**src/rtl/access_pkg.sv**
```systemverilog
// Shared types and constants for the single-port memory access multiplexer.
package access_pkg;

  localparam int unsigned NUM_MASTERS = 4;
  localparam int unsigned GRANT_W     = 2;
  localparam int unsigned DEF_ADDR_W  = 24;
  localparam int unsigned DEF_DATA_W  = 32;

  // Transfer sequencing: latch, hand to memory, await response, drop request.
  typedef enum logic [1:0] {
    ST_IDLE    = 2'd0,
    ST_ISSUE   = 2'd1,
    ST_WAIT    = 2'd2,
    ST_RELEASE = 2'd3
  } state_e;

  // One-hot decode of a master index.
  function automatic logic [NUM_MASTERS-1:0] onehot(input logic [GRANT_W-1:0] idx);
    return NUM_MASTERS'(1) << idx;
  endfunction

endpackage

```
**src/rtl/access_watchdog.sv**
```systemverilog
// Response watchdog: counts consecutive active cycles and flags the limit.
// Built only when ACCESS_MUX_TIMEOUT_EN is defined.
module access_watchdog #(
  parameter int unsigned LIMIT = 255
) (
  input  logic clk,
  input  logic rst_n,
  input  logic active_i,
  output logic expire_c
);

  localparam int unsigned CNT_W = (LIMIT < 2) ? 1 : $clog2(LIMIT + 1);

  logic [CNT_W-1:0] count_q;
  logic [CNT_W-1:0] count_d;

  // Fires on the LIMIT-th active cycle; the counter restarts whenever idle.
  assign expire_c = active_i && (count_q == CNT_W'(LIMIT - 1));

  // Next count: clear outside the window and on expiry, otherwise increment.
  always_comb begin
    count_d = '0;
    if (active_i && !expire_c) begin
      count_d = count_q + CNT_W'(1);
    end
  end

  // Counter register.
  always_ff @(posedge clk or negedge rst_n) begin
    if (!rst_n) begin
      count_q <= '0;
    end else begin
      count_q <= count_d;
    end
  end

endmodule

```
**src/rtl/access_mux.sv**
```systemverilog
// Single-port memory access multiplexer behind a 4-way sticky round-robin
// arbiter. Latches the granted master's command, issues it to memory, returns
// a one-cycle ack and briefly drops that master's request so the arbiter moves.
// Optional response watchdog: define ACCESS_MUX_TIMEOUT_EN.
module access_mux #(
  parameter int unsigned ADDR_W         = access_pkg::DEF_ADDR_W,
  parameter int unsigned DATA_W         = access_pkg::DEF_DATA_W,
  parameter int unsigned TIMEOUT_CYCLES = 255
) (
  input  logic                                      sys_clk,
  input  logic                                      sys_rst_n,
  input  logic [access_pkg::NUM_MASTERS-1:0]        m_valid,
  input  logic [access_pkg::NUM_MASTERS-1:0]        m_we,
  input  logic [access_pkg::NUM_MASTERS*ADDR_W-1:0] m_addr,
  input  logic [access_pkg::NUM_MASTERS*DATA_W-1:0] m_wdata,
  output logic [access_pkg::NUM_MASTERS-1:0]        m_ack,
  output logic [access_pkg::NUM_MASTERS-1:0]        m_err,
  output logic [DATA_W-1:0]                         m_rdata,
  output logic [access_pkg::NUM_MASTERS-1:0]        arb_requests,
  input  logic [access_pkg::GRANT_W-1:0]            arb_grant,
  output logic                                      mem_cmd_valid,
  input  logic                                      mem_cmd_ready,
  output logic                                      mem_cmd_we,
  output logic [ADDR_W-1:0]                         mem_cmd_addr,
  output logic [DATA_W-1:0]                         mem_cmd_wdata,
  input  logic                                      mem_rsp_valid,
  input  logic [DATA_W-1:0]                         mem_rsp_rdata
);

  import access_pkg::*;

  state_e                   state_q, state_d;
  logic [GRANT_W-1:0]       cur_q, cur_d;
  logic                     cmd_valid_q, cmd_valid_d;
  logic                     cmd_we_q, cmd_we_d;
  logic [ADDR_W-1:0]        cmd_addr_q, cmd_addr_d;
  logic [DATA_W-1:0]        cmd_wdata_q, cmd_wdata_d;
  logic [NUM_MASTERS-1:0]   ack_q, ack_d;
  logic [NUM_MASTERS-1:0]   err_q, err_d;
  logic [DATA_W-1:0]        rdata_q, rdata_d;
  logic [NUM_MASTERS-1:0]   rel_mask_c;
  logic                     expire_c;

  // A zero watchdog limit is not a usable configuration; this named block
  // makes such a build stand out in the elaborated hierarchy.
  if (TIMEOUT_CYCLES == 0) begin : g_timeout_limit_zero
  end

`ifdef ACCESS_MUX_TIMEOUT_EN
  // Watchdog window is the WAIT state.
  access_watchdog #(
    .LIMIT (TIMEOUT_CYCLES)
  ) u_watchdog (
    .clk      (sys_clk),
    .rst_n    (sys_rst_n),
    .active_i (state_q == ST_WAIT),
    .expire_c (expire_c)
  );
`else
  assign expire_c = 1'b0;
`endif

  // Release mask: the serviced master's request is withheld for one cycle.
  always_comb begin
    rel_mask_c = '0;
    if (state_q == ST_RELEASE) begin
      rel_mask_c = onehot(cur_q);
    end
  end

  assign arb_requests = m_valid & ~rel_mask_c;

  // Next-state and registered-output logic.
  always_comb begin
    state_d     = state_q;
    cur_d       = cur_q;
    cmd_valid_d = cmd_valid_q;
    cmd_we_d    = cmd_we_q;
    cmd_addr_d  = cmd_addr_q;
    cmd_wdata_d = cmd_wdata_q;
    ack_d       = ack_q;
    err_d       = err_q;
    rdata_d     = rdata_q;

    case (state_q)
      ST_IDLE: begin
        // A grant pointing at a non-requesting master is stale; wait it out.
        if (m_valid[arb_grant]) begin
          cur_d       = arb_grant;
          cmd_we_d    = m_we[arb_grant];
          cmd_addr_d  = m_addr[int'(arb_grant)*ADDR_W +: ADDR_W];
          cmd_wdata_d = m_wdata[int'(arb_grant)*DATA_W +: DATA_W];
          cmd_valid_d = 1'b1;
          state_d     = ST_ISSUE;
        end
      end

      ST_ISSUE: begin
        if (mem_cmd_ready) begin
          cmd_valid_d = 1'b0;
          state_d     = ST_WAIT;
        end
      end

      ST_WAIT: begin
        // A response in the expiry cycle still completes normally.
        if (mem_rsp_valid) begin
          rdata_d = mem_rsp_rdata;
          ack_d   = onehot(cur_q);
          err_d   = '0;
          state_d = ST_RELEASE;
        end else if (expire_c) begin
          rdata_d = '0;
          ack_d   = onehot(cur_q);
          err_d   = onehot(cur_q);
          state_d = ST_RELEASE;
        end
      end

      ST_RELEASE: begin
        ack_d   = '0;
        err_d   = '0;
        rdata_d = '0;
        state_d = ST_IDLE;
      end

      default: begin
        state_d = ST_IDLE;
      end
    endcase
  end

  // State and output registers; reset abandons any outstanding response.
  always_ff @(posedge sys_clk or negedge sys_rst_n) begin
    if (!sys_rst_n) begin
      state_q     <= ST_IDLE;
      cur_q       <= '0;
      cmd_valid_q <= 1'b0;
      cmd_we_q    <= 1'b0;
      cmd_addr_q  <= '0;
      cmd_wdata_q <= '0;
      ack_q       <= '0;
      err_q       <= '0;
      rdata_q     <= '0;
    end else begin
      state_q     <= state_d;
      cur_q       <= cur_d;
      cmd_valid_q <= cmd_valid_d;
      cmd_we_q    <= cmd_we_d;
      cmd_addr_q  <= cmd_addr_d;
      cmd_wdata_q <= cmd_wdata_d;
      ack_q       <= ack_d;
      err_q       <= err_d;
      rdata_q     <= rdata_d;
    end
  end

  assign mem_cmd_valid = cmd_valid_q;
  assign mem_cmd_we    = cmd_we_q;
  assign mem_cmd_addr  = cmd_addr_q;
  assign mem_cmd_wdata = cmd_wdata_q;
  assign m_ack         = ack_q;
  assign m_err         = err_q;
  assign m_rdata       = rdata_q;

endmodule

```
**config.mk**
```make
export PLATFORM = sky130hd
export DESIGN_NAME = access_mux
export DESIGN_NICKNAME = d
export VERILOG_FILES = /design/src/rtl/access_pkg.sv /design/src/rtl/access_watchdog.sv /design/src/rtl/access_mux.sv
export SDC_FILE = /design/constraint.sdc
export NUM_CORES = 1
export LEC_CHECK = 0
export CAP_MARGIN = 20
export CORE_MARGIN = 1.5
export CORE_UTILIZATION = 25
export CTS_CLUSTER_SIZE = 40
export DETAILED_ROUTE_END_ITERATION = 8
export SETUP_SLACK_MARGIN = 0.02
export SYNTH_ARGS = -nofsm -noshare
export SYNTH_HDL_FRONTEND = slang
export SYNTH_HIERARCHICAL = 1
export SYNTH_SLANG_ARGS = --single-unit
```
**constraint.sdc**
```tcl
create_clock -name sys_clk -period 2.5 [get_ports sys_clk]
set_input_delay 0.75 -clock sys_clk [delete_from_list [all_inputs] [get_ports sys_clk]]
set_output_delay 0.75 -clock sys_clk [all_outputs]
set_load 0.1 [all_outputs]
```
==> results.toml <==
[run_status]
status = "completed"

[layout]
syn2layout_area_growth_pct = 78.9
drive_gt1_share_pct = 33.9
antennaDiodeCount = 0
final_cell_count_no_fill = 1035
layout.nets = 1031

[clock_network]
postCtsSetupBuffers = 0
clock-root-buffer = "clkbuf_16"
clk_latency_ns = 0.34
clk_path_buf_depth = 2
clkTransAtPathRegs_ns = 0.07
cts_buffers = 9
h-tree-depth = 3
cts_tree = "built"
numClockSinks = 98

[worst_setup_path]
crit_chain = "clkdlybuf4s50_1 > inv_1 > a31oi_4 > buf_12"
critPathKind = "in -> out"
worstPathRequired_ns = 1.75
worst-path-max-fanout = 2
crit_family = "buffers and inverters"
startpoint_type = "primary input"
slowest_stage = "clkdlybuf4s50_1"
endpoint_kind = "output pin"
crit_buf_inv = 3
crit_arrival_ns = 1.69
cpPeakStageDelay_ns = 0.50

[routing]
wl_met3_um = 1600
maxUsedRoutingLayer = "met4"
vias = 4679
wl_per_cell_um = 18.5
drt_wl_total_um = 19100
drtPass1Iterations = 4
via_per_inst = 4.52
drcViolationCount = 0
first_iter_violations = 110
ant_nets = 0
routedLengthMet1_um = 7040
route.met2.wl_um = 10200

[synth]
yosys.area.top_type_share_pct = 45.8
synthTopCellsByArea = "dfrtp_1 46%, mux4_2 24%, mux2_2 11%"
synth-edff-count = 0
synth_largest_area_cell = "dfrtp_1"
ys_ff_latch = 98
ys_types = 29
postSynthAreaPerCell_sq_um = 13.8
synth_common_cells = "98 x dfrtp_1, 70 x nand2_1, 57 x mux4_2, 50 x mux2_2, 34 x o21ai_0"
synth_flop_cell = "dfrtp_1"
yosysWarnings = 6
synth-seq-area-share_pct = 45.8
synthCells = 389
synthArstFlopShare_pct = 100
synth_most_common_cell = "dfrtp_1"
synthesis.area_sq_um = 5350

[grt]
grt_pass1_vias = 5077
antenna_found_initial = 0
grt.total_usage_pct = 16.5
overflow = 0
grt_pass1_wl_um = 27900
grt_max_degree = 99

[sta]
worst_pin_slew_ns = 0.536
fin_crit_sh_pct = 97.6
relSlewSlack_pct = 64.3
finalMaxSlewViolations = 0
setup_viol = 0
fin_skew_ns = 0.00485
grt_setup_unrepaired = "false"
min_period_ns = 2.44
max_freq_mhz = 410
hold_viol = 0
fin_tns_setup_ns = 0

[floorplan]
placementRows = 53
ios = 372
core-area_sq_um = 21000
start_util_pct = 25.5
die_w_um = 149
floorplan.die_area_sq_um = 22300
die_h_um = 149

[placed_design]
gp_congestion = 0.746
dp_cells = 1020
io_buffers = 367
place.detailed.hpwl_um = 15600

[pwr]
p_leak_nw = 4.06
p_total_mw = 13.5
p_per_area_nw_per_um2 = 1410
peakVddDrop_v = 0.000986

[run]
maxCapViolCount = 0

[hold_path]
hold_path.class = "in -> async"
==> repair_timing <==
item | 4_1_cts | 5_1_grt
endpoints found under the hold margin | 0 | 0
gates resized for setup | 1 | 1
hold buffers | 0 | 0
endpoints found under the setup margin | 2 | 1
==> where the power goes <==
group	internal [mW]	switching [mW]
clock	0.670	0.580
combinational	2.44	7.00
sequential	2.37	0.463
total	5.48	8.05
==> layer usage <==
metal / GRT usage [%] / vias up
met4: 3.86 / 0
li1: - / 2168
met2: 30.8 / 207
met3: 4.98 / 15
met1: 18.1 / 2289
met5: 0 / -
==> state kept, by name, summed over array words and instances (netlist names) <==
signal         count
state_q            2
mem_cmd_we         1
m_ack              4
mem_cmd_addr      24
cur_q              2
mem_cmd_wdata     32
mem_cmd_valid      1
m_rdata           32
==> cell usage in the layout, fill, tap and decap left out <==
cell,n
conb_1,4
dlymetal6s2s_1,1
o31a_1,2
buf_2,1
nand3b_1,1
a31oi_4,2
inv_1,7
mux2i_4,2
o21ai_0,34
nand3_1,4
clkinv_1,1
o2bb2ai_1,1
o2111a_1,1
nand2_1,70
dfrtp_1,98
o32a_1,1
o41ai_1,2
a22o_1,1
ha_1,4
mux2_2,50
mux4_2,57
mux2i_1,2
clkbuf_1,2
nand2b_1,1
buf_12,14
clkinvlp_4,4
mux2i_2,1
nand2_4,1
ha_2,1
clkbuf_16,9
mux2_4,9
buf_4,107
clkdlybuf4s50_1,265
==> cell families (layout without fill, tap and decap cells) <==
group | Yosys count | in the layout | share of synthesized area, %
flip-flops | 98 | 98 | 45.8
other | 1 | 4 | 0.0701
AND/OR/NAND/NOR | 77 | 77 | 5.66
multiplexers | 121 | 121 | 38.3
adder cells (fa/ha/maj) | 5 | 5 | 1.17
buffers and inverters | 43 | 411 | 4.23
AO/OA/AOI/OAI | 44 | 44 | 4.79
==> final timing paths <==
path	depth (start not counted)	slack (ns)	end	from
setup / recovery	4	0.06	arb_requests[1]	m_valid[1]
hold / removal	2	0.44	m_rdata[5]	sys_rst_n
setup reg to reg	5	0.73	m_rdata[22]	state_q[0]
hold reg to reg	2	0.49	m_rdata[11]	m_rdata[11]
max in group asynchronous	2	1.63	mem_cmd_wdata[6]	sys_rst_n
min in group sys_clk	2	0.49	m_rdata[11]	m_rdata[11]
==> layout make-up <==
cell class | count | area [sq um]
sequential | 98 | 2450
clock buffer | 11 | 233
fill | 1918 | 11400
clock inverter | 4 | 30.0
multi-input combinational | 251 | 2740
tap | 275 | 344
timing repair buffer | 388 | 3750
inverter | 8 | 30.0
==> stage by stage <==
step           utilization [%]  area (sq um)  hold WS, ns  setup WS (ns)
2_1_floorplan                -          5390        0.454         0.0976
3_3_place_gp              44.3          9310        0.465         0.0523
3_5_place_dp              44.3          9310        0.476        -0.0105
4_1_cts                   45.6          9580        0.474         0.0344
5_1_grt                   45.6          9580        0.468         0.0291
6_report                  45.6          9580        0.442         0.0590
(Power assumes the default switching activity.)
